--- src/rtl/ppu_pkg.sv ---
// Shared PPU-side types, address map and helpers for the VRAM/OAM arbiter.
package ppu_pkg;

    typedef enum logic [1:0] {
        H_BLANK = 2'd0,
        V_BLANK = 2'd1,
        SCAN    = 2'd2,
        DRAW    = 2'd3
    } PPU_STATES_t;

    typedef enum logic [1:0] {
        DMA_IDLE  = 2'd0,
        DMA_DELAY = 2'd1,
        DMA_READ  = 2'd2,
        DMA_WRITE = 2'd3
    } dma_state_t;

    typedef enum logic [1:0] {
        SRC_NONE = 2'd0,
        SRC_VRAM = 2'd1,
        SRC_OAM  = 2'd2
    } rd_src_t;

    localparam logic [15:0] VRAM_BASE = 16'h8000;
    localparam logic [15:0] VRAM_END  = 16'h9FFF;
    localparam logic [15:0] OAM_BASE  = 16'hFE00;
    localparam logic [15:0] OAM_END   = 16'hFE9F;
    localparam logic [15:0] DMA_REG   = 16'hFF46;

    function automatic logic in_range(input logic [15:0] a, input logic [15:0] lo,
                                      input logic [15:0] hi);
        return (a >= lo) && (a <= hi);
    endfunction

    // Echo RAM pages E0-FF alias work RAM C0-DF.
    function automatic logic [7:0] dma_src_page(input logic [7:0] p);
        return (p >= 8'hE0) ? (p - 8'h20) : p;
    endfunction

endpackage

--- src/rtl/vram_oam_arbiter_if.sv ---
// CPU-side bus bundle of the VRAM/OAM arbiter; snoop is for blocks that only watch writes.
interface vram_oam_arbiter_if;
    logic [15:0] addr;
    logic        rd;
    logic        wr;
    logic [7:0]  wdata;
    logic [7:0]  rdata;

    modport master (output addr, rd, wr, wdata, input rdata);
    modport slave  (input addr, rd, wr, wdata, output rdata);
    modport snoop  (input addr, wr, wdata);
endinterface

--- src/rtl/oam_dma_engine.sv ---
// OAM DMA engine: copies OAM_BYTES bytes from {page, idx} into OAM after an FF46 write.
module oam_dma_engine #(
    parameter int unsigned OAM_BYTES = 160,
    parameter int unsigned DMA_DELAY = 2
) (
    input  logic                     clk,
    input  logic                     rst,
    vram_oam_arbiter_if.snoop        cpu,
    output logic                     dma_rd_o,
    output logic [15:0]              dma_addr_o,
    input  logic [7:0]               dma_data_i,
    output logic                     oam_wr_o,
    output logic [7:0]               oam_addr_o,
    output logic [7:0]               oam_wdata_o,
    output logic                     active_o
);
    localparam logic [7:0] LastIdx  = 8'(OAM_BYTES - 1);
    localparam logic [7:0] LastWait = 8'(DMA_DELAY - 1);
    localparam ppu_pkg::dma_state_t FirstSt =
        (DMA_DELAY == 0) ? ppu_pkg::DMA_READ : ppu_pkg::DMA_DELAY;

    ppu_pkg::dma_state_t state_q, state_d;
    logic [7:0] idx_q, idx_d, page_q, page_d, wait_q, wait_d;
    logic       start;

    assign start = cpu.wr && (cpu.addr == ppu_pkg::DMA_REG);

    always_comb begin
        state_d = state_q;
        idx_d   = idx_q;
        page_d  = page_q;
        wait_d  = wait_q;
        // A new FF46 write restarts even an in-flight transfer.
        if (start) begin
            state_d = FirstSt;
            idx_d   = 8'h00;
            page_d  = ppu_pkg::dma_src_page(cpu.wdata);
            wait_d  = 8'h00;
        end else begin
            unique case (state_q)
                ppu_pkg::DMA_IDLE: ;
                ppu_pkg::DMA_DELAY: begin
                    if (wait_q == LastWait) state_d = ppu_pkg::DMA_READ;
                    else                    wait_d  = wait_q + 8'h01;
                end
                ppu_pkg::DMA_READ: state_d = ppu_pkg::DMA_WRITE;
                ppu_pkg::DMA_WRITE: begin
                    idx_d   = idx_q + 8'h01;
                    state_d = (idx_q == LastIdx) ? ppu_pkg::DMA_IDLE : ppu_pkg::DMA_READ;
                end
                default: state_d = ppu_pkg::DMA_IDLE;
            endcase
        end
    end

    always_ff @(posedge clk or posedge rst) begin
        if (rst) begin
            state_q <= ppu_pkg::DMA_IDLE;
            idx_q   <= 8'h00;
            page_q  <= 8'h00;
            wait_q  <= 8'h00;
        end else begin
            state_q <= state_d;
            idx_q   <= idx_d;
            page_q  <= page_d;
            wait_q  <= wait_d;
        end
    end

    assign dma_rd_o    = (state_q == ppu_pkg::DMA_READ);
    assign dma_addr_o  = dma_rd_o ? {page_q, idx_q} : 16'h0000;
    assign oam_wr_o    = (state_q == ppu_pkg::DMA_WRITE);
    assign oam_addr_o  = oam_wr_o ? idx_q : 8'h00;
    assign oam_wdata_o = oam_wr_o ? dma_data_i : 8'h00;
    assign active_o    = (state_q != ppu_pkg::DMA_IDLE);

endmodule

--- src/rtl/vram_oam_arbiter.sv ---
// VRAM/OAM arbiter between CPU, PPU and OAM DMA. Define OAM_DMA_EN to build the DMA engine.
module vram_oam_arbiter #(
    parameter int unsigned OAM_BYTES = 160,
    parameter int unsigned DMA_DELAY = 2
) (
    input  logic        clk,
    input  logic        rst,
    input  logic        LCD_EN,
    input  logic [1:0]  PPU_MODE,
    input  logic [15:0] CPU_ADDR,
    input  logic        CPU_RD,
    input  logic        CPU_WR,
    input  logic [7:0]  CPU_DATA_out,
    output logic [7:0]  CPU_DATA_in,
    input  logic [15:0] PPU_ADDR,
    input  logic        PPU_RD,
    output logic [7:0]  PPU_DATA_in,
    output logic [12:0] VRAM_ADDR,
    output logic        VRAM_WR,
    output logic [7:0]  VRAM_WDATA,
    input  logic [7:0]  VRAM_RDATA,
    output logic [7:0]  OAM_ADDR,
    output logic        OAM_WR,
    output logic [7:0]  OAM_WDATA,
    input  logic [7:0]  OAM_RDATA,
    output logic [15:0] DMA_ADDR,
    output logic        DMA_RD,
    input  logic [7:0]  DMA_DATA_in,
    output logic        DMA_ACTIVE
);
    vram_oam_arbiter_if cpu_bus ();

    assign cpu_bus.addr  = CPU_ADDR;
    assign cpu_bus.rd    = CPU_RD;
    assign cpu_bus.wr    = CPU_WR;
    assign cpu_bus.wdata = CPU_DATA_out;
    assign CPU_DATA_in   = cpu_bus.rdata;

    ppu_pkg::PPU_STATES_t ppu_mode;
    ppu_pkg::rd_src_t     cpu_src_q, cpu_src_d, ppu_src_q, ppu_src_d;
    logic        dma_active, dma_oam_wr;
    logic [7:0]  dma_oam_addr, dma_oam_wdata;
    logic        vram_ppu_own, oam_ppu_own;
    logic        cpu_vram_ok, cpu_oam_ok, ppu_vram_ok, ppu_oam_ok;

    assign ppu_mode = ppu_pkg::PPU_STATES_t'(PPU_MODE);

`ifdef OAM_DMA_EN
    oam_dma_engine #(
        .OAM_BYTES (OAM_BYTES),
        .DMA_DELAY (DMA_DELAY)
    ) u_dma (
        .clk         (clk),
        .rst         (rst),
        .cpu         (cpu_bus),
        .dma_rd_o    (DMA_RD),
        .dma_addr_o  (DMA_ADDR),
        .dma_data_i  (DMA_DATA_in),
        .oam_wr_o    (dma_oam_wr),
        .oam_addr_o  (dma_oam_addr),
        .oam_wdata_o (dma_oam_wdata),
        .active_o    (dma_active)
    );
`else
    logic unused_dma;
    assign unused_dma    = ^{DMA_DATA_in, 32'(OAM_BYTES + DMA_DELAY)};
    assign DMA_RD        = 1'b0;
    assign DMA_ADDR      = 16'h0000;
    assign dma_active    = 1'b0;
    assign dma_oam_wr    = 1'b0;
    assign dma_oam_addr  = 8'h00;
    assign dma_oam_wdata = 8'h00;
`endif

    assign DMA_ACTIVE   = dma_active;
    assign vram_ppu_own = LCD_EN && (ppu_mode == ppu_pkg::DRAW);
    assign oam_ppu_own  = LCD_EN && ((ppu_mode == ppu_pkg::SCAN) || (ppu_mode == ppu_pkg::DRAW));

    // "ok" = address hits the region and the requester currently owns it.
    assign cpu_vram_ok = !vram_ppu_own &&
                         ppu_pkg::in_range(cpu_bus.addr, ppu_pkg::VRAM_BASE, ppu_pkg::VRAM_END);
    assign cpu_oam_ok  = !dma_active && !oam_ppu_own &&
                         ppu_pkg::in_range(cpu_bus.addr, ppu_pkg::OAM_BASE, ppu_pkg::OAM_END);
    assign ppu_vram_ok = vram_ppu_own &&
                         ppu_pkg::in_range(PPU_ADDR, ppu_pkg::VRAM_BASE, ppu_pkg::VRAM_END);
    assign ppu_oam_ok  = !dma_active && oam_ppu_own &&
                         ppu_pkg::in_range(PPU_ADDR, ppu_pkg::OAM_BASE, ppu_pkg::OAM_END);

    always_comb begin
        VRAM_ADDR  = 13'h0000;
        VRAM_WR    = 1'b0;
        VRAM_WDATA = 8'h00;
        if (ppu_vram_ok && PPU_RD) begin
            VRAM_ADDR = PPU_ADDR[12:0];
        end else if (cpu_vram_ok && (cpu_bus.rd || cpu_bus.wr)) begin
            VRAM_ADDR  = cpu_bus.addr[12:0];
            VRAM_WR    = cpu_bus.wr;
            VRAM_WDATA = cpu_bus.wr ? cpu_bus.wdata : 8'h00;
        end
    end

    always_comb begin
        OAM_ADDR  = 8'h00;
        OAM_WR    = 1'b0;
        OAM_WDATA = 8'h00;
        if (dma_active) begin
            OAM_ADDR  = dma_oam_addr;
            OAM_WR    = dma_oam_wr;
            OAM_WDATA = dma_oam_wdata;
        end else if (ppu_oam_ok && PPU_RD) begin
            OAM_ADDR = PPU_ADDR[7:0];
        end else if (cpu_oam_ok && (cpu_bus.rd || cpu_bus.wr)) begin
            OAM_ADDR  = cpu_bus.addr[7:0];
            OAM_WR    = cpu_bus.wr;
            OAM_WDATA = cpu_bus.wr ? cpu_bus.wdata : 8'h00;
        end
    end

    // Read source is frozen on the strobe cycle so a mode flip cannot swap the data.
    always_comb begin
        cpu_src_d = ppu_pkg::SRC_NONE;
        ppu_src_d = ppu_pkg::SRC_NONE;
        if (cpu_bus.rd && cpu_vram_ok)     cpu_src_d = ppu_pkg::SRC_VRAM;
        else if (cpu_bus.rd && cpu_oam_ok) cpu_src_d = ppu_pkg::SRC_OAM;
        if (PPU_RD && ppu_vram_ok)         ppu_src_d = ppu_pkg::SRC_VRAM;
        else if (PPU_RD && ppu_oam_ok)     ppu_src_d = ppu_pkg::SRC_OAM;
    end

    always_ff @(posedge clk or posedge rst) begin
        if (rst) begin
            cpu_src_q <= ppu_pkg::SRC_NONE;
            ppu_src_q <= ppu_pkg::SRC_NONE;
        end else begin
            cpu_src_q <= cpu_src_d;
            ppu_src_q <= ppu_src_d;
        end
    end

    always_comb begin
        case (cpu_src_q)
            ppu_pkg::SRC_VRAM: cpu_bus.rdata = VRAM_RDATA;
            ppu_pkg::SRC_OAM:  cpu_bus.rdata = OAM_RDATA;
            default:           cpu_bus.rdata = 8'hFF;
        endcase
        case (ppu_src_q)
            ppu_pkg::SRC_VRAM: PPU_DATA_in = VRAM_RDATA;
            ppu_pkg::SRC_OAM:  PPU_DATA_in = OAM_RDATA;
            default:           PPU_DATA_in = 8'hFF;
        endcase
    end

endmodule

--- config.mk ---
export PLATFORM = sky130hd
export DESIGN_NAME = vram_oam_arbiter
export DESIGN_NICKNAME = d
export VERILOG_FILES = /design/src/rtl/ppu_pkg.sv /design/src/rtl/vram_oam_arbiter_if.sv /design/src/rtl/oam_dma_engine.sv /design/src/rtl/vram_oam_arbiter.sv
export SDC_FILE = /design/constraint.sdc
export NUM_CORES = 1
export LEC_CHECK = 0
export ABC_CLOCK_PERIOD_IN_PS = 4400
export CAP_MARGIN = 20
export CORE_MARGIN = 4
export CORE_UTILIZATION = 27
export CTS_CLUSTER_SIZE = 25
export DETAILED_ROUTE_END_ITERATION = 7
export PLACE_DENSITY = 0.87
export SETUP_SLACK_MARGIN = 0.3
export SYNTH_ARGS = -nofsm -noshare
export SYNTH_HDL_FRONTEND = slang
export SYNTH_SLANG_ARGS = --single-unit
export TNS_END_PERCENT = 5
--- constraint.sdc ---
create_clock -name clk -period 4.4 [get_ports clk]
set_input_delay 1.1 -clock clk [delete_from_list [all_inputs] [get_ports clk]]
set_output_delay 1.1 -clock clk [all_outputs]
set_load 0.005 [all_outputs]
After elaboration in Yosys (flattened, before gate mapping)
Index checks and enable logic that the tools add are counted.
{"block": "totals", "reg_bits": 4, "inputBits": 72, "out_inout_bits": 73, "word_cells": 55}
{"block": "classes", "order_cmp": 8, "n_eq_ne": 6, "muxes": 19, "n_reduce_logical": 20}
{"operator": "16-bit greater-or-equal comparator (second input constant)", "count": 4}
{"operator": "16-bit less-or-equal comparator (second input constant)", "count": 4}
{"operator": "8-bit 2-to-1 mux", "count": 7}
{"operator": "8-bit one-hot mux with 2 select lines", "count": 2}
{"operator": "13-bit 2-to-1 mux", "count": 2}
{"operator": "1-bit logical AND", "count": 16}
{"operator": "2-bit equality test (second input constant)", "count": 4}
{"operator": "2-bit 2-to-1 mux", "count": 4}
{"operator": "2-bit by 1-bit equality test with 1-bit output (second input constant)", "count": 2}
{"operator": "1-bit 2-to-1 mux", "count": 4}
{"operator": "1-bit logical NOT", "count": 2}
{"operator": "1-bit logical OR", "count": 2}

Longest topological paths before layout
Gate-level depths: netlist of run 1.
{"block": "depth", "depth_word": 8, "ltp_mapped": 4, "ltp_nobuf": 3}

Worst setup path after synthesis of run 1
Ideal clock, no wire load.
{"block": "synth_timing", "path_type": "input port to output port", "start": "in CPU_ADDR[14]", "end": "out VRAM_ADDR[10]", "t_arrival_ps": 1995, "required_time_ps": 3300, "path_slack_ps": 1305, "stages": 4, "n_path_buf": 1, "cell_sequence": "or3b_1 > nor3_4 > buf_4 > a22o_1"}
{"block": "synth_between", "elab_chain_len": 6, "elab_cells_between_ends": 7, "cone_classes": "order compare: 2; mux: 2; reduce/logical: 3"}
{"item": "start, declared", "line_no": "vram_oam_arbiter.sv:10", "text": "input logic [15:0] CPU_ADDR,"}
{"item": "16-bit greater-or-equal comparator or 16-bit less-or-equal comparator (tied branches)", "line_no": "ppu_pkg.sv:32", "text": "return (a >= lo) && (a <= hi);"}
{"item": "1-bit logical AND *", "line_no": "ppu_pkg.sv:32"}
{"item": "1-bit logical AND *", "line_no": "vram_oam_arbiter.sv:80", "text": "assign cpu_vram_ok = !vram_ppu_own &&"}
{"item": "1-bit logical AND *", "line_no": "vram_oam_arbiter.sv:95", "text": "end else if (cpu_vram_ok && (cpu_bus.rd || cpu_bus.wr)) begin"}
{"item": "13-bit 2-to-1 mux *", "line_no": "vram_oam_arbiter.sv:95"}
{"item": "13-bit 2-to-1 mux *", "line_no": "vram_oam_arbiter.sv:93", "text": "if (ppu_vram_ok && PPU_RD) begin"}
{"item": "end, declared", "line_no": "vram_oam_arbiter.sv:18", "text": "output logic [12:0] VRAM_ADDR,"}
Every way passes the cells marked *; elsewhere a longest branch is shown, timed or not.

Final worst setup path of run 1
{"block": "layout_timing", "start": "in CPU_ADDR[12]", "end": "out OAM_WDATA[2]"}
{"block": "layout_between", "elab_chain_len": 6, "elab_cells_between_ends": 7, "cone_classes": "order compare: 2; mux: 2; reduce/logical: 3"}
{"item": "16-bit greater-or-equal comparator or 16-bit less-or-equal comparator (tied branches)", "line_no": "ppu_pkg.sv:32"}
{"item": "1-bit logical AND *", "line_no": "ppu_pkg.sv:32"}
{"item": "1-bit logical AND *", "line_no": "vram_oam_arbiter.sv:82", "text": "assign cpu_oam_ok = !dma_active && !oam_ppu_own &&"}
{"item": "1-bit logical AND *", "line_no": "vram_oam_arbiter.sv:112", "text": "end else if (cpu_oam_ok && (cpu_bus.rd || cpu_bus.wr)) begin"}
{"item": "8-bit 2-to-1 mux *", "line_no": "vram_oam_arbiter.sv:112"}
{"item": "8-bit 2-to-1 mux *", "line_no": "vram_oam_arbiter.sv:110", "text": "end else if (ppu_oam_ok && PPU_RD) begin"}
{"item": "end, declared", "line_no": "vram_oam_arbiter.sv:24", "text": "output logic [7:0] OAM_WDATA,"}
Marks and branches as above.

==> results of run 1 <==
## layout make-up
type                            count  area (µm²)
Tap cell                           48        60.1
Inverter                           14        56.3
Clock buffer                        3        41.3
Fill cell                         351        1410
Timing Repair Buffer              129        1270
Multi-Input combinational cell     97         783
Sequential cell                     4         100
## cell usage after synthesis, drive strengths merged
master   number  share of area (%)
buf          25                 17
a22o         21                 18
a221o        16                 15
inv          13                4.6
nor3         10                5.8
nor4          9                6.7
clkbuf        5                1.8
dfrtp         4                9.5
ha            4                4.7
nor2          3                1.1
nand4         2                1.2
nand4b        2                1.7
nor4b         2                4.5
a2111o        1                1.1
and2          1               0.59
and3          1                1.1
clkinv        1               0.35
conb          1               0.35
nand2         1               0.35
nand3         1               0.47
nor3b         1                1.2
o21a          1               0.71
o21ai         1               0.47
o2bb2ai       1               0.83
or3b          1               0.83
## stage by stage
stage	util, %	instance area (µm²)	hold slack (ns)	total power [W]	setup WS (ns)
3_5_place_dp	59.1	2200	1.30	0.000149	0.155
5_1_grt	62.1	2310	1.10	0.000238	0.189
6_report	62.1	2310	1.06	0.000227	0.242
3_3_place_gp	59.1	2200	1.29	0.000146	0.198
2_1_floorplan	-	1120	0.866	0.0000778	1.31
4_1_cts	61.6	2290	1.06	0.000229	0.207
## what timing repair did
| item | 4_1_cts | 5_1_grt |
|---|---|---|
| cloned | 0 | 0 |
| pin swaps | 3 | 2 |
| gates resized for setup | 2 | 5 |
| setup buffers | 6 | 1 |
| setup endpoints to repair | 30 | 37 |
## path summary, 6_finish.rpt
path	end	slack [ns]	depth (start not counted)
setup / recovery	OAM_WDATA[2]	0.24	6
min in group clk	cpu_src_q[0]	1.55	2
max in group asynchronous	cpu_src_q[1]	3.20	2
hold / removal	ppu_src_q[0]	1.06	2
## layer usage
metal	vias to the layer above	part of all wire, %	GRT usage, %	wire length (µm)
li1	716	-	-	-
met1	665	34	15.9	1540
met2	101	50	30.5	2240
met3	10	14	7.24	604
met4	0	1.9	5.64	84
met5	-	0	0	0
## placed cells by master, fill, tap and decap left out, types with 2 or more instances in the layout
cell type,count
a221o_1,16
a22o_1,13
a22o_2,8
buf_4,9
clkbuf_8,3
clkdlybuf4s50_1,116
conb_1,18
dfrtp_1,4
ha_1,4
inv_1,13
nand4_1,2
nand4b_1,2
nor2_1,3
nor3_1,7
nor3_2,2
nor4_1,8
nor4b_4,2
## logic make-up (layout without fill, tap and decap cells)
| logic type | Yosys count | in the layout |
|---|---|---|
| AND/OR/NAND/NOR | 34 | 34 |
| buffers and inverters | 44 | 146 |
| adder cells (fa/ha/maj) | 4 | 4 |
| AO/OA/AOI/OAI | 41 | 41 |
| flip-flops | 4 | 4 |
| other | 1 | 18 |
## registers in the layout, indices dropped and copies added, names as in the netlist
name / flops
cpu_src_q: 2
ppu_src_q: 2
## power breakdown
| part | switching [W] | internal, W | leakage (nW) |
|---|---|---|---|
| combinational | 0.0000419 | 0.0000722 | 0.858 |
| clock | 0.0000174 | 0.0000582 | 0.0216 |
| sequential | 0.000000144 | 0.0000374 | 0.0557 |
==> results.md, run 1 <==
Status:
- The run finished with clean final reports.

Global route:
- For this run, the total global-route usage over all layers was measured as between 15 and 20%.
- The initial antenna violation count is 0.
- The number of global-route vias before repair came to ~1500.
- The global-route wire length before repair is approximately 6600 µm.
- The total overflow reported by the global router is 0.
- Entering global routing, the biggest net connects 19 pins.

Timing:
- The number of setup violations in the final report is 0.
- Subtracting the final worst setup slack from the clock period gives roughly 4.2 ns.
- The number of slew-limit violations in the final report came to 0.
- Setup repair after global routing could not meet its margin everywhere.
- The total negative slack is 0 ns.
- The hold violation count in the final report came to 0.
- The maximum operating frequency is between 0.2 and 0.25 GHz.
- The post-route fraction of the period consumed by the critical path is roughly 94%.

Finish:
- 0 antenna diodes ended up in the layout.
- Compared with the post-synthesis result, the final layout area differs by 118%.
- The layout net count is 325.
- The post-route netlist has between 10% and 20% of its cells at a drive strength greater than 1.
- The number of non-filler instances in the completed layout is around 300.

Yosys:
- In this run, distinct cell masters in the synthesized netlist total 31.
- The multiplexer area fraction after synthesis is 0%.
- The synthesized netlist devotes 36.6% of its cell area to compound gates.
- In the synthesized netlist, the number of instances is around 130.
- The cell area that synthesis handed to floorplanning was approximately 0.0011 mm².
- Summing the areas of all fa, ha and maj instances in the mapped netlist gives 4.73% of the synthesized area.
- During synthesis, Yosys emitted a total of 0 warnings.
- After synthesis, the largest family of logic cells by area is compound AO/OA/AOI/OAI gates.
- After Yosys synthesis, and, or, nand and nor cells account for 25.4% of the synthesized area.
- The register bit count reported by yosys is 4.
- Summing the areas of all xor and xnor instances in the mapped netlist gives 0% of the synthesized area.
- Averaged over all synthesized cells, the footprint is around 8.3 µm².
- For this run, the register share of the synthesized area comes to 9.47%.

Detailed routing:
- Once detail routing completed, the nets flagged for antenna violations numbered 0.
- The first TritonRoute pass finished after 4 iterations.
- The number of vias in the routed layout is roughly 1500.
- The routed design has 4460 µm of wire.
- In the final routed layout, each cell accounts on average for between 15 and 20 µm.
- Using the TritonRoute via totals, the vias-per-cell ratio works out to between 5 and 6.
- In the routed design, unresolved DRC markers number 0.
- After the first detailed-routing iteration, the DRC count stood at 35.

Setup path:
- The endpoint class of the critical path is an output port.
- The cell type of the slowest stage on the worst timing path is clkdlybuf4s50_1.
- The cell family with the largest share of critical-path delay is buffers and inverters.
- The critical path required time is about 3.3 ns.
- By instance count, the cell type seen most on the critical path is clkdlybuf4s50_1.
- Walking the worst path, the cells encountered are clkdlybuf4s50_1 > nand4b_1 > a2111o_1 > buf_4 > nor3_1 > clkdlybuf4s50_1.
- The maximum single-stage delay on the critical path is between 0.5 and 0.6 ns.
- Along the worst path, the maximum fanout reaches 5.
- The most critical setup path has its startpoint at CPU_ADDR[12].
- The startpoint kind of the worst setup timing path is an input pin.
- The combined buffer and inverter count along the critical path is 3.
- The setup path with the least slack is of type input pin to output port.
- The critical path data arrival time is between 3 and 4 ns.

Clock network:
- Counting the buffers created by CTS gives 3.
- Clock-pin slew was measured on the worst setup and hold paths at roughly 0.030 ns.
- The clock tree from TritonCTS is yes.
- Counting every sink on the clock net gives 4.
- The CTS root buffer is clkbuf_8.
- The maximum number of buffers from clock root to sink is 2.
- The hold-fix buffer count after cts is 0.
- The count of H-tree levels built during CTS is 1.

Floorplan:
- The die covers approximately 0.0050 mm².
- The x dimension of the die is roughly 70 µm.
- The row count is 22.
- The vertical extent of the die is about 70 µm.
- The starting utilization of the core area is 28.5%.
- The top-level port count is roughly 150.
- In this run the standard cell core region covers ~0.0037 mm².

Hold path:
- The worst hold path belongs to the class input pin to asynchronous set/reset pin.

Run:
- The tool flagged a number of max-cap violations equal to 0.

Placed design:
- The number of placed instances, taps included, is between 200 and 300.
- The HPWL after detailed placement is between 3000 and 4000 µm.
- The congestion estimate from routability-driven global placement came to 0.825.
- The port buffer count is between 100 and 150.

Power:
- The worst supply voltage drop on vdd is ~0.000065 V.
- The static power due to leakage is roughly 0.94 nW.
- For this design the ratio of total power to cell area is a little under 100 mW/mm².
(Power assumes the default switching activity.)
==> run 2: changes to the inputs <==
--- a/config.mk
+++ b/config.mk
@@ -8,5 +8,6 @@
 export ABC_CLOCK_PERIOD_IN_PS = 4400
-export CAP_MARGIN = 20
+export CAP_MARGIN = 40
 export CORE_MARGIN = 4
 export CORE_UTILIZATION = 27
+export CTS_BUF_LIST = sky130_fd_sc_hd__clkbuf_16
 export CTS_CLUSTER_SIZE = 25
==> constraint.sdc (replaced) <==
create_clock -name clk -period 4.4 [get_ports clk]
set_input_delay 0.88 -clock clk [delete_from_list [all_inputs] [get_ports clk]]
set_output_delay 0.88 -clock clk [all_outputs]
set_load 0.005 [all_outputs]
==> run 2 against run 1 <==
Die area is the same. Non-clock buffer count shrank 9. Sequential cell count is the same. Wire length shrank 6.3%. Sequential share of layout area grew 0.096 points. Via count shrank 5.5%. Global-route usage shrank 0.95 points. Core utilization shrank 1.3 points. Power grew 26%. Combinational power shrank 4%. Sequential power is essentially flat. Hold slack lost 0.22 ns. Critical endpoint is now VRAM_ADDR[10]. Largest cell class unchanged.
==> results.md, run 2 (synthesized netlist as in run 1, its figures left out) <==
Setup path:
- The critical path in this run is classified as input pin to output port.
- For the worst setup path, the data required time is 3.52 ns.
- The biggest fanout along the worst timing path is 13.
- The worst setup path is launched from an input pin.
- The worst setup path is captured at an output port.
- Data arrives at the worst endpoint at approximately 3.0 ns.

Timing:
- The number of slew-limit violations in the final report was 0.
- The worst path meets setup with roughly 0.56 ns of slack.
- Setup violations remaining at the end of the flow were counted as 0.
- The shortest period the worst path allows is ~3.8 ns.
- The maximum operating frequency is 0.260 GHz.
- The total negative slack is 0 ns.
- The post-route fraction of the period consumed by the critical path is roughly 87%.
- Setup repair after global routing left no endpoint under its margin.
- The worst pin sits at a relative slew slack of 63.2%.
- The hold violation count in the final report is 0.
- Hold timing on the final database bottoms out at a slack of 0.841 ns.
- The measured slew at the worst slew-check pin is approximately 0.55 ns.

Placed design:
- The port buffer count is between 100 and 150.
- The placer's final routability congestion estimate is approximately 0.85.
- Before CTS, the worst setup slack after placement is 0.558 ns.
- The total half-perimeter wirelength after legalization and detailed placement is 3590 µm.

Global route:
- The initial antenna violation count is 0.
- The number of global-route vias before repair is 1386.
- The pin count of the biggest net entering global routing is 19.
- After global routing the overflow that remains totals 0.
- The global-route wire length before repair is between 6000 and 7000 µm.
- The global router's overall resource usage is 15.4%.

Clock network:
- The number of buffers inserted by post-CTS setup repair is 0.
- Clock tree synthesis inserted a total of 3 buffers.
- In this run the deepest clock path goes through 2 buffers.
- Clock-pin slew was measured on the worst setup and hold paths at ~0.03 ns.
- In this run the number of H-tree levels came out at 1.
- The hold-fix buffer count after cts is 0.
- The clock tree from TritonCTS is yes.
- The number of sinks driven by the clock tree is 4.
- The CTS root buffer is clkbuf_16.
- In this run, post-CTS repair resized a total of 0 instances.

Finish:
- Cells with a size suffix above 1 make up under 10% of the layout.
- In the final layout, the registers with the most flip-flops are cpu_src_q x2, ppu_src_q x2.
- In the final layout, the multi-input gates occupy between 700 and 800 µm².
- 0 antenna diodes ended up in the layout.
- The area added between synthesis and finish is 113%.
- Across the whole layout, storage elements account for 100 µm².
- Leaving out fill and tap cells, the most frequent cells in the layout are 118 x clkdlybuf4s50_1, 18 x conb_1, 16 x a221o_1.
- The most common cell after layout, fill and taps aside is clkdlybuf4s50_1.
- Cells fill about 60% of the core in the end.
- The layout has 324 filler cells.
- The final layout contains between 300 and 400 nets.

Floorplan:
- The floorplan die area is about 0.0050 mm².
- The row count is 22.
- In this run the vertical extent of the chip is approximately 71 µm.
- The core region is approximately 0.0037 mm².
- around 150 I/O pins were placed.
- Measured along the x axis, the die boundary spans about 71 µm.
- Once the floorplan was initialized, standard cells occupied around 28% of the core.

Detailed routing:
- The vias per cell is 4.93.
- Before antenna repair, the detailed router went through 4 iterations.
- The final layout contains routed wiring with a total length of 4180 µm.
- Dividing the detail-routed wire length by the instance count gives between 10 and 15 µm.
- The number of vias in the routed layout is ~1400.
- In this run the remaining antenna-violating nets after routing total 0.
- After detailed routing, the number of remaining DRC violations is 0.
- The DRC violation total after the first TritonRoute iteration is 24.

Power:
- IR analysis of the VDD net gives a maximum drop of between 0.00009 and 0.0001 V.
- Power spread over the standard cell area amounts to 127 mW/mm².
- The static power due to leakage is approximately 0.9 nW.
- The design draws ~0.00029 W.

Hold path:
- The path class of the tightest hold or removal check is input pin to asynchronous set/reset pin.

Run:
- The number of max-cap violations is 0.

Status:
- The run finished with clean final reports.
[run 2: cell count changes in the layout (fill, tap and decap cells not counted), moves of 2 or more]
cell,before,now
nor3_1,7,9
clkbuf_8,3,0
clkdlybuf4s50_1,116,118
buf_4,9,2
nor3_2,2,0
clkbuf_16,0,3
[run 2: layer usage]
layer | GRT usage, % | vias to the layer above | share of wire, %
met5 | 0 | - | 0
met4 | 3.13 | 0 | 0.48
met3 | 7.67 | 2 | 14
met2 | 28.8 | 92 | 51
met1 | 15.3 | 623 | 34
li1 | - | 693 | -
[run 2: final timing paths]
kind	startpoint	end	slack, ns	cells past startpoint
hold / removal	rst	ppu_src_q[0]	0.84	2
max in group asynchronous	rst	cpu_src_q[0]	3.42	2
setup / recovery	CPU_ADDR[15]	VRAM_ADDR[10]	0.56	5
min in group clk	CPU_RD	cpu_src_q[0]	1.32	2
[run 2: power breakdown]
part,switching (W),total [W],internal [W]
combinational,0.0000398,0.000110,0.0000705
sequential,0.000000167,0.0000375,0.0000374
clock,0.0000231,0.000139,0.000116
[run 2: metrics by stage]
stage	cell area (µm²)	instances
after floorplan	1120	145
after global placement	2180	283
after detailed placement	2180	283
after CTS	2260	286
after global routing	2260	286
final	2260	286
[run 2: area by class of cell]
type / count / area share, %
multi-input combinational: 97 / 34.3
tap: 48 / 2.66
inverter: 14 / 2.33
clock buffer: 3 / 3.33
sequential: 4 / 4.43
timing repair buffer: 120 / 53.0
[run 2: critical path: stages]
cell	delay, ns
clkdlybuf4s50_1	0.46
or3b_1	0.42
nor3_4	0.46
a22o_1	0.23
clkdlybuf4s50_1	0.51
==> edit, RTL diff (config.mk and constraints of run 2) <==
Add a define of `OAM_DMA_EN`.
--- a/src/rtl/vram_oam_arbiter.sv
+++ b/src/rtl/vram_oam_arbiter.sv
@@ -1,4 +1,6 @@
 // VRAM/OAM arbiter between CPU, PPU and OAM DMA. Define OAM_DMA_EN to build the DMA engine.
+`define OAM_DMA_EN
+
 module vram_oam_arbiter #(
     parameter int unsigned OAM_BYTES = 160,
     parameter int unsigned DMA_DELAY = 2
Check against the original RTL: not equivalent (a bounded check fails within 4 cycles, from zero or initial values and one cycle with rst high).
==> edit against run 2 <==
Sequential cell count grew 26; largest power group is now sequential cells; synthesized area grew 120%; routed wire length grew 110%; non-clock buffer count grew 29; via count grew 82%; final area grew 78%; worst setup slack lost 0.046 ns; sequential share of layout area grew 14 points; sequential power grew to 9.3 times the old value; synthesized cell count grew 92%; total power grew to 3.5 times the old value.
==> edit: results (changes against run 2) <==
- Setup violations, final: 0 (unchanged)
- Buffers on Ports: 144 (+22%)
- Global-route usage over all layers: 16.1% (+0.71 points)
- Crit path max fanout: 9 (-4)
- Met3 Use GR: 3.99% (-3.7 points)
- Post-Synth XOR/XNOR Area: 4.82% (+4.8 points)
- Synth top cells by count: 30 x dfrtp_1, 21 x a22o_1, 20 x and3_1, 20 x nor2_1
- Hpwl dp: 6.82 mm (+90%)
- Static leakage: 1.69 nW (+92%)
- Largest net degree at the start of global routing: 31 (+12)
- Global-route met1 utilization: 18.5% (+3.2 points)
- First-pass GRT wire length: 13.1 mm (+110%)
- Async set-reset flop share out of synthesis: 100% (unchanged)
- WL per Instance: 17.5 um (+20%)
- Resized Gates After CTS: 0 (unchanged)
- Registers with the most flip-flops: u_dma.idx_q: 8 flops, u_dma.page_q: 8 flops, u_dma.wait_q: 8 flops
- Clk_lat worst skew: 0.27 ns
- CTS Buffer Depth: 2 (unchanged)
- Yosys cell types: 45 (+45%)
- Met2 Resource Use GR: 29.3% (+0.53 points)
- R2R Setup Slk: 2.67 ns
- Cell Area, Placed: 3890 um2 (+78%)
- Run status: completed
- CTS buffer count: 5 (+2)
- Peak supply drop: 137 uV (+38%)
- Layout Nets: 466 (+47%)
- DR pass1 iterations: 4 (unchanged)
- GP Congestion: 0.811 (-4.1%)
- Antenna diode count: 0 (unchanged)
- CTS HTree Levels: 2 (+1)
- Cell internal pwr: 0.720 mW (+220%)
- Main synth FF type: dfrtp_1
- Post-Synth Adder-Cell Area: 4.24% (-0.50 points)
- Fillers: 774 (+140%)
- Worst Skew: 0.00318 ns
- Post-synthesis sequential area ratio: 31.8% (+22 points)
- Initial antenna violation count: 0 (unchanged)
- Compound-cell area share of the yosys netlist: 21.1% (-15 points)
- Mux contribution to synthesized area: 4.24% (+4.2 points)
- Syn. warnings: 0 (unchanged)
- Crit path DAT: 3.01 ns (+0.05 ns)
- Share of layout cells above drive strength 1: 8.55% (+0.57 points)
- DR iter-0 viols: 191 (+700%)
- Clk slew on worst S/H paths: 0.05 ns (+0.02 ns)
- Number of max-cap violations: 0 (unchanged)
- Area contributors post-synth: dfrtp_1 32%, a22o_1 7.8%, a221o_1 7.6%
- Root buf cell: clkbuf_16
- Vias: 2,567 (+82%)
- Net Count, Synth: 326
- Setup Buffers After CTS: 0 (unchanged)
- Worst hold path type: reg -> reg
- Slew @ Worst Pin: 0.664 ns (+0.114 ns)
-- edit: layer usage --
metal | part of all wire, % | wire, um
met1 | 39 | 3370
met2 | 51 | 4380
met3 | 8.0 | 689
met4 | 1.6 | 139
met5 | 0 | 0
-- edit: kinds of logic (layout without fill, tap and decap cells) --
| logic type | after synthesis | in the layout |
|---|---|---|
| and+or+nand+nor | 105 | 105 |
| AOI/OAI and AO/OA | 54 | 54 |
| DFF | 30 | 30 |
| buffers and inverters | 27 | 167 |
| xor gates and xnor gates | 13 | 13 |
| muxes | 9 | 9 |
| adders and majority gates | 8 | 8 |
-- edit: worst max-delay path, stage by stage --
cell,delay (ns)
clkdlybuf4s50_1,0.50
a2111oi_2,0.45
nand4_2,0.22
nor2_4,0.29
a22o_1,0.18
clkdlybuf4s50_1,0.49
-- edit: area by class of cell --
| class | count | share of cell area (%) |
|---|---|---|
| multi-input cells | 189 | 36.9 |
| well taps | 105 | 3.27 |
| repair buffers | 149 | 36.8 |
| clock buffers | 5 | 3.11 |
| flip-flops and latches | 30 | 18.7 |
| inverters | 11 | 1.03 |
| clock inverters | 2 | 0.187 |
-- edit: worst paths after layout --
kind | startpoint | to | cells after the start
worst max-delay path | LCD_EN | OAM_WDATA[1] | 6
worst max register to register | u_dma.state_q[0] | u_dma.idx_q[3] | 5
max in group asynchronous | rst | ppu_src_q[0] | 3
worst min register to register | u_dma.page_q[0] | u_dma.page_q[0] | 1
worst min-delay path | u_dma.page_q[0] | u_dma.page_q[0] | 1
min in group asynchronous | rst | u_dma.page_q[1] | 3
-- edit: metrics by stage --
step | setup WS (ns) | total power [mW] | std cells | utilization [%] | hold slack (ns)
2_1_floorplan | 1.72 | 0.499 | 246 | - | 0.449
3_3_place_gp | 0.525 | 0.688 | 483 | 46.3 | 0.460
3_5_place_dp | 0.496 | 0.700 | 484 | 46.4 | 0.471
4_1_cts | 0.496 | 1.02 | 491 | 47.9 | 0.484
5_1_grt | 0.382 | 1.07 | 491 | 47.9 | 0.496
6_report | 0.514 | 1.01 | 491 | 47.9 | 0.481
-- edit: power groups by stage --
| stage | registers (mW) | clock network, mW | logic (mW) |
|---|---|---|---|
| after floorplan | 0.336 | 0 | 0.163 |
| after global placement | 0.351 | 0 | 0.337 |
| after detailed placement | 0.353 | 0 | 0.347 |
| after CTS | 0.348 | 0.322 | 0.348 |
| after global routing | 0.355 | 0.333 | 0.379 |
| final | 0.349 | 0.311 | 0.346 |
